### src/rtl/waterfall_sequencer_if.sv
// waterfall_sequencer_if: control/command bundle between a host and the waterfall sequencer
// Ports (master drives): start, stop, pause, mode[1:0], pattern[7:0], rate[DIV_W-1:0]
// Ports (slave drives):  S1, S0, D[7:0], busy, step_tick, pos[2:0]
interface waterfall_sequencer_if #(parameter int DIV_W = 4);
  logic start, stop, pause;
  logic [1:0] mode;
  logic [7:0] pattern;
  logic [DIV_W-1:0] rate;
  logic S1, S0;
  logic [7:0] D;
  logic busy, step_tick;
  logic [2:0] pos;
  modport master(output start, stop, pause, mode, pattern, rate,
                 input S1, S0, D, busy, step_tick, pos);
  modport slave(input start, stop, pause, mode, pattern, rate,
                output S1, S0, D, busy, step_tick, pos);
endinterface

### src/rtl/waterfall_sequencer.sv
// waterfall_sequencer: loads a start pattern into a mode-controlled shift register, then issues timed shift commands
// Ports: CP clock (posedge), CR async active-low reset, bus slave modport carrying
//        start/stop/pause/mode/pattern/rate in and {S1,S0}/D/busy/step_tick/pos out (all outputs registered)
module waterfall_sequencer #(parameter int DIV_W = 4) (
  input logic CP,
  input logic CR,
  waterfall_sequencer_if.slave bus
);
  localparam logic [1:0] IDLE = 2'd0, LOAD = 2'd1, RUN = 2'd2;
  logic [1:0] state, lmode, cmd;
  logic [DIV_W-1:0] lrate, presc;
  logic dir, tick;
  logic [2:0] pos_nx;
  always_comb begin
    tick = presc == lrate;
    cmd = (lmode == 2'b01 || (lmode == 2'b10 && dir)) ? 2'b10 : 2'b01;
    pos_nx = cmd == 2'b10 ? bus.pos - 3'd1 : bus.pos + 3'd1;
  end
  // The edge leaving LOAD already counts as the first prescaler cycle, so rate=0 shifts right after the load.
  always_ff @(posedge CP or negedge CR) begin
    if (!CR) begin
      state <= IDLE;
      lmode <= '0;
      lrate <= '0;
      presc <= '0;
      dir <= 1'b0;
      {bus.S1, bus.S0} <= 2'b00;
      bus.D <= '0;
      bus.busy <= 1'b0;
      bus.step_tick <= 1'b0;
      bus.pos <= '0;
    end else if (bus.stop) begin
      state <= IDLE;
      {bus.S1, bus.S0} <= 2'b00;
      bus.busy <= 1'b0;
      bus.step_tick <= 1'b0;
    end else if (bus.start) begin
      state <= LOAD;
      lmode <= bus.mode;
      lrate <= bus.rate;
      presc <= '0;
      dir <= 1'b0;
      {bus.S1, bus.S0} <= 2'b11;
      bus.D <= bus.pattern;
      bus.busy <= 1'b1;
      bus.step_tick <= 1'b0;
      bus.pos <= '0;
    end else if (state == IDLE) begin
      {bus.S1, bus.S0} <= 2'b00;
      bus.busy <= 1'b0;
      bus.step_tick <= 1'b0;
    end else begin
      state <= RUN;
      {bus.S1, bus.S0} <= 2'b00;
      bus.step_tick <= 1'b0;
      if (!bus.pause) begin
        presc <= tick ? '0 : presc + 1'b1;
        if (tick) begin
          {bus.S1, bus.S0} <= cmd;
          bus.step_tick <= 1'b1;
          bus.pos <= pos_nx;
          if (lmode == 2'b10 && pos_nx == (dir ? 3'd0 : 3'd7)) dir <= ~dir;
          // One-shot: the 7th command still goes out; busy drops on the following IDLE cycle.
          if (lmode == 2'b11 && pos_nx == 3'd7) state <= IDLE;
        end
      end
    end
  end
endmodule

### src/flat_wrapper.sv
// flat-port wrapper written by rule: the top's interface ports become plain ports
module waterfall_sequencer_flat 
#(parameter int DIV_W = 4)
  (CP, CR, bus_start, bus_stop, bus_pause, bus_mode, bus_pattern, bus_rate, bus_S1, bus_S0, bus_D, bus_busy, bus_step_tick, bus_pos);
  waterfall_sequencer_if #(.DIV_W(DIV_W)) bus_i ();
  input logic CP;
  input logic CR;
  input wire logic [$bits(bus_i.start)-1:0] bus_start;
  input wire logic [$bits(bus_i.stop)-1:0] bus_stop;
  input wire logic [$bits(bus_i.pause)-1:0] bus_pause;
  input wire logic [$bits(bus_i.mode)-1:0] bus_mode;
  input wire logic [$bits(bus_i.pattern)-1:0] bus_pattern;
  input wire logic [$bits(bus_i.rate)-1:0] bus_rate;
  output wire logic [$bits(bus_i.S1)-1:0] bus_S1;
  output wire logic [$bits(bus_i.S0)-1:0] bus_S0;
  output wire logic [$bits(bus_i.D)-1:0] bus_D;
  output wire logic [$bits(bus_i.busy)-1:0] bus_busy;
  output wire logic [$bits(bus_i.step_tick)-1:0] bus_step_tick;
  output wire logic [$bits(bus_i.pos)-1:0] bus_pos;
  assign bus_i.start = bus_start;
  assign bus_i.stop = bus_stop;
  assign bus_i.pause = bus_pause;
  assign bus_i.mode = bus_mode;
  assign bus_i.pattern = bus_pattern;
  assign bus_i.rate = bus_rate;
  assign bus_S1 = bus_i.S1;
  assign bus_S0 = bus_i.S0;
  assign bus_D = bus_i.D;
  assign bus_busy = bus_i.busy;
  assign bus_step_tick = bus_i.step_tick;
  assign bus_pos = bus_i.pos;
  waterfall_sequencer #(.DIV_W(DIV_W)) u_core (.CP(CP), .CR(CR), .bus(bus_i));
endmodule
### config.mk
export PLATFORM = sky130hd
export DESIGN_NAME = waterfall_sequencer_flat
export DESIGN_NICKNAME = d
export VERILOG_FILES = /design/src/rtl/waterfall_sequencer_if.sv /design/src/rtl/waterfall_sequencer.sv /design/src/flat_wrapper.sv
export SDC_FILE = /design/constraint.sdc
export NUM_CORES = 1
export LEC_CHECK = 0
export ABC_AREA = 1
export BUFFER_PORTS_ARGS = -buffer_cell sky130_fd_sc_hd__buf_2
export CORE_MARGIN = 1.5
export CORE_UTILIZATION = 38
export DETAILED_ROUTE_END_ITERATION = 8
export PLACE_DENSITY = 0.7
export SYNTH_ARGS = -nofsm -noshare
export SYNTH_HDL_FRONTEND = slang
export SYNTH_SLANG_ARGS = --single-unit
### constraint.sdc
create_clock -name CP -period 3.1 [get_ports CP]
set_input_delay 0 -clock CP [delete_from_list [all_inputs] [get_ports CP]]
set_output_delay 0 -clock CP [all_outputs]
set_load 0.02 [all_outputs]
==> impl_metrics.env <==
export IMPL_grt_start_max_net_pins=29
export IMPL_vias=1165
export IMPL_slew_violations=0
export IMPL_clock_power_share=0.185
export IMPL_final_count_of_hold_timing_violations=0
export IMPL_drtAntennaViolNets=0
export IMPL_critical_path_peak_fanout=4
export IMPL_cp_end_kind="flip-flop"
export IMPL_synth_seq_cells=28
export IMPL_fmax_mhz=475
export IMPL_fp_dieArea_um2=3910
export IMPL_seq_area_frac_synth=0.521
export IMPL_slew_headroom=0.580
export IMPL_drt_first_pass_iters=4
export IMPL_synth_largest_type_area_fraction=0.521
export IMPL_antenna_found_initial=0
export IMPL_main_combinational_cell_family_by_area_after_synthesis="simple AND/OR/NAND/NOR gates"
export IMPL_synth_top_cells_by_count="sky130_fd_sc_hd__nand2_1 (59), sky130_fd_sc_hd__dfrtp_1 (28), sky130_fd_sc_hd__inv_1 (15)"
export IMPL_routed_wirelength_um=2770
export IMPL_timing_worst_setup_path_type="reg2reg"
export IMPL_min_period_over_period=0.679
export IMPL_htreeDepth=1
export IMPL_average_detailed_routed_wire_length_per_instance_um=10.7
export IMPL_cp_slowest_stage_delay_ns=0.44
export IMPL_floorplan_die_width_um=62.5
export IMPL_cts_post_setup_buffers_inserted=0
export IMPL_place_worst_setup_slack_ns=1.01
export IMPL_placed_area_um2=1560
export IMPL_synth_top_cell_by_area="sky130_fd_sc_hd__dfrtp_1"
export IMPL_synth_async_reset_ratio=1.00
export IMPL_post_layout_total_power_w=0.000966
export IMPL_worstPathRequired_ns=3.34
export IMPL_vias_per_std_cell=4.52
export IMPL_run_status="completed"
export IMPL_quantity_of_hold_fixing_buffers_added_after_cts=17
export IMPL_max_cap_violations=0
export IMPL_synth_net_count=183
export IMPL_drive_gt1_frac=0.264
export IMPL_number_of_global_route_vias_before_repair=1223
export IMPL_cp_arrival_ns=2.34
export IMPL_groute_usage_overall=0.163
export IMPL_timing_critical_path_from_type="flip-flop"
export IMPL_setup_violations_final=0
export IMPL_cts_resized_gates=0
export IMPL_synth_simple_gate_area_share=0.293
export IMPL_detailed_route_drc_error_count=0
export IMPL_cts_made_buffers=3
export IMPL_die_height_um=62.5
export IMPL_grt_overflow=0
export IMPL_hold_class="in2reg"
export IMPL_postLayoutSetupSlackWorst_ns=0.995
export IMPL_yosys_warnings=0
export IMPL_power_switching_w=0.000349
export IMPL_cts_max_path_buffers=2
export IMPL_max_vdd_ir_drop_v=0.000216
export IMPL_ys_flop_type="sky130_fd_sc_hd__dfrtp_1"
export IMPL_seq_power_share=0.477
export IMPL_synth_fa_ha_area_frac=0.0428
export IMPL_final_area_um2=1770
export IMPL_standard_cell_rows=21
export IMPL_worst_path_most_repeated_cell="sky130_fd_sc_hd__nand2_1"
export IMPL_worstSkewPairLatency_ns=0.33
export IMPL_globalplace_congestion=0.769
export IMPL_synthTopCellsByArea="sky130_fd_sc_hd__dfrtp_1 (52%), sky130_fd_sc_hd__nand2_1 (16%), sky130_fd_sc_hd__inv_1 (4.2%)"
export IMPL_synth_compound_area_frac=0.0716
export IMPL_cts_tree="yes"
export IMPL_synth_edff_count=0
export IMPL_worst_path_cell_trace="nor2_2, nand2_1, nand2_2, inv_1, fa_1, or2_0, nand2_1, inv_1, nand2_1, nand2_1, nand2_1, nand2_1, a21oi_1, nor2_2"
export IMPL_clkSinkCount=28
export IMPL_nets=236
export IMPL_antenna_cells_inserted=0
export IMPL_start_util=0.400
export IMPL_combinationalPowerShare=0.338
export IMPL_max_slew_worst_pin_slew_ns=0.630
export IMPL_min_period_ns=2.11
export IMPL_grt_first_pass_wirelength_um=5150
export IMPL_yosys_area_share_xor_xnor=0.00651
export IMPL_fin_worst_skew_ns=0.00363
export IMPL_p_int_w=0.000617
export IMPL_floorplan_io_pins=34
export IMPL_static_leakage_power_nw=0.941
export IMPL_worst_setup_hold_path_clk_slew_ns=0.15
export IMPL_synthesis_instances=160
export IMPL_synth_area_um2=1350
export IMPL_synth_most_common_cell="sky130_fd_sc_hd__nand2_1"
export IMPL_power_density_nw_per_um2=546
export IMPL_synth_mux_area_frac=0
export IMPL_area_growth_synth_to_final_pct=31.5
export IMPL_cts_root_buffer_cell="sky130_fd_sc_hd__clkbuf_4"
export IMPL_detail_route_iter0_violations=11
export IMPL_setup_repair_after_global_routing_missed_its_margin="false"
export IMPL_syn_area_per_cell_um2=8.41
export IMPL_hpwlAfterDp_um=1850
export IMPL_numPortBuffers=33
export IMPL_switching_share=0.361
export IMPL_core_area_um2=3360
export IMPL_finalSetupTns_ns=0
export IMPL_netlist_cell_types=24
export IMPL_crit_slowest_cell="sky130_fd_sc_hd__dfrtp_1"
-- final timing paths --
kind | startpoint | endpoint | slack, ns | depth (start not counted)
setup / recovery | u_core.lmode[0]$_DFFE_PN0P_ | u_core.dir$_DFFE_PN0P_ | 0.99 | 14
hold / removal | bus_stop | u_core.state[1]$_DFFE_PN0P_ | 0.02 | 4
setup reg to reg | u_core.lmode[0]$_DFFE_PN0P_ | u_core.dir$_DFFE_PN0P_ | 0.99 | 14
hold reg to reg | u_core.bus.D[2]$_DFFE_PN0P_ | u_core.bus.D[2]$_DFFE_PN0P_ | 0.49 | 2
max in group asynchronous | CR | u_core.state[0]$_DFFE_PN0P_ | 2.49 | 2
min in group asynchronous | CR | u_core.bus.D[4]$_DFFE_PN0P_ | 0.20 | 2
-- power groups by stage --
stage	Clock, W	Sequential [W]	Combinational, W
after floorplan	0	0.000502	0.000185
after global placement	0	0.000467	0.000305
after detailed placement	0	0.000468	0.000312
after CTS	0.000186	0.000461	0.000330
after global routing	0.000200	0.000470	0.000375
final	0.000179	0.000460	0.000327
-- through the flow --
step,util,hold slack (ns),cells
3_5_place_dp,0.465,0.0558,237
3_3_place_gp,0.465,0.0527,237
2_1_floorplan,-,-0.296,160
6_report,0.526,0.0216,258
4_1_cts,0.526,0.0119,258
5_1_grt,0.526,0.0293,258
-- final cells by class --
| type | instances | area [um^2] |
|---|---|---|
| inverter | 20 | 75.1 |
| tap | 46 | 57.6 |
| clock buffer | 4 | 36.3 |
| sequential | 28 | 701 |
| multi-input combinational | 109 | 557 |
| timing repair buffer | 51 | 343 |
| fill | 340 | 1590 |
-- kinds of logic after synthesis --
group	Yosys count
simple gates	87
flops	28
buf+inv	23
compound gates	17
fa+ha+maj	4
xor+xnor	1
-- state kept, by name, summed over array words and instances, names as in the netlist --
name	flops
u_core.presc	4
u_core.state	2
u_core.bus.pos	3
u_core.bus.busy	1
u_core.bus.S0	1
u_core.dir	1
u_core.bus.step_tick	1
u_core.bus.S1	1
u_core.lrate	4
u_core.bus.D	8
u_core.lmode	2
-- worst max-delay path, delay by kind of cell (launching register included) --
kind / cells / cell delay (ns)
AND/OR/NAND/NOR: 10 / 0.91
buffers and inverters: 2 / 0.11
AO/OA/AOI/OAI: 1 / 0.17
flip-flops: 1 / 0.44
adder cells (fa/ha/maj): 1 / 0.37
-- per-layer routing --
layer	routed length (um)	up-vias	track usage
met5	0	-	0
li1	-	596	-
met2	1250	33	0.274
met3	138	4	0.0234
met1	1340	532	0.212
met4	39	0	0.0667
-- placed cells by master, fill, tap and decap left out, drive strengths merged --
cell type and instances:
o22ai 1, o21ai 11, nand4 1, nand3 6, dlygate4sd3 17, nor2 10
nand2 65, a21oi 5, inv 20, or2 1, dfrtp 28, buf 34
ha 3, clkbuf 4, fa 1, nor3 3, nand3b 1, xor2 1
Power figures use the tool's default switching activity.
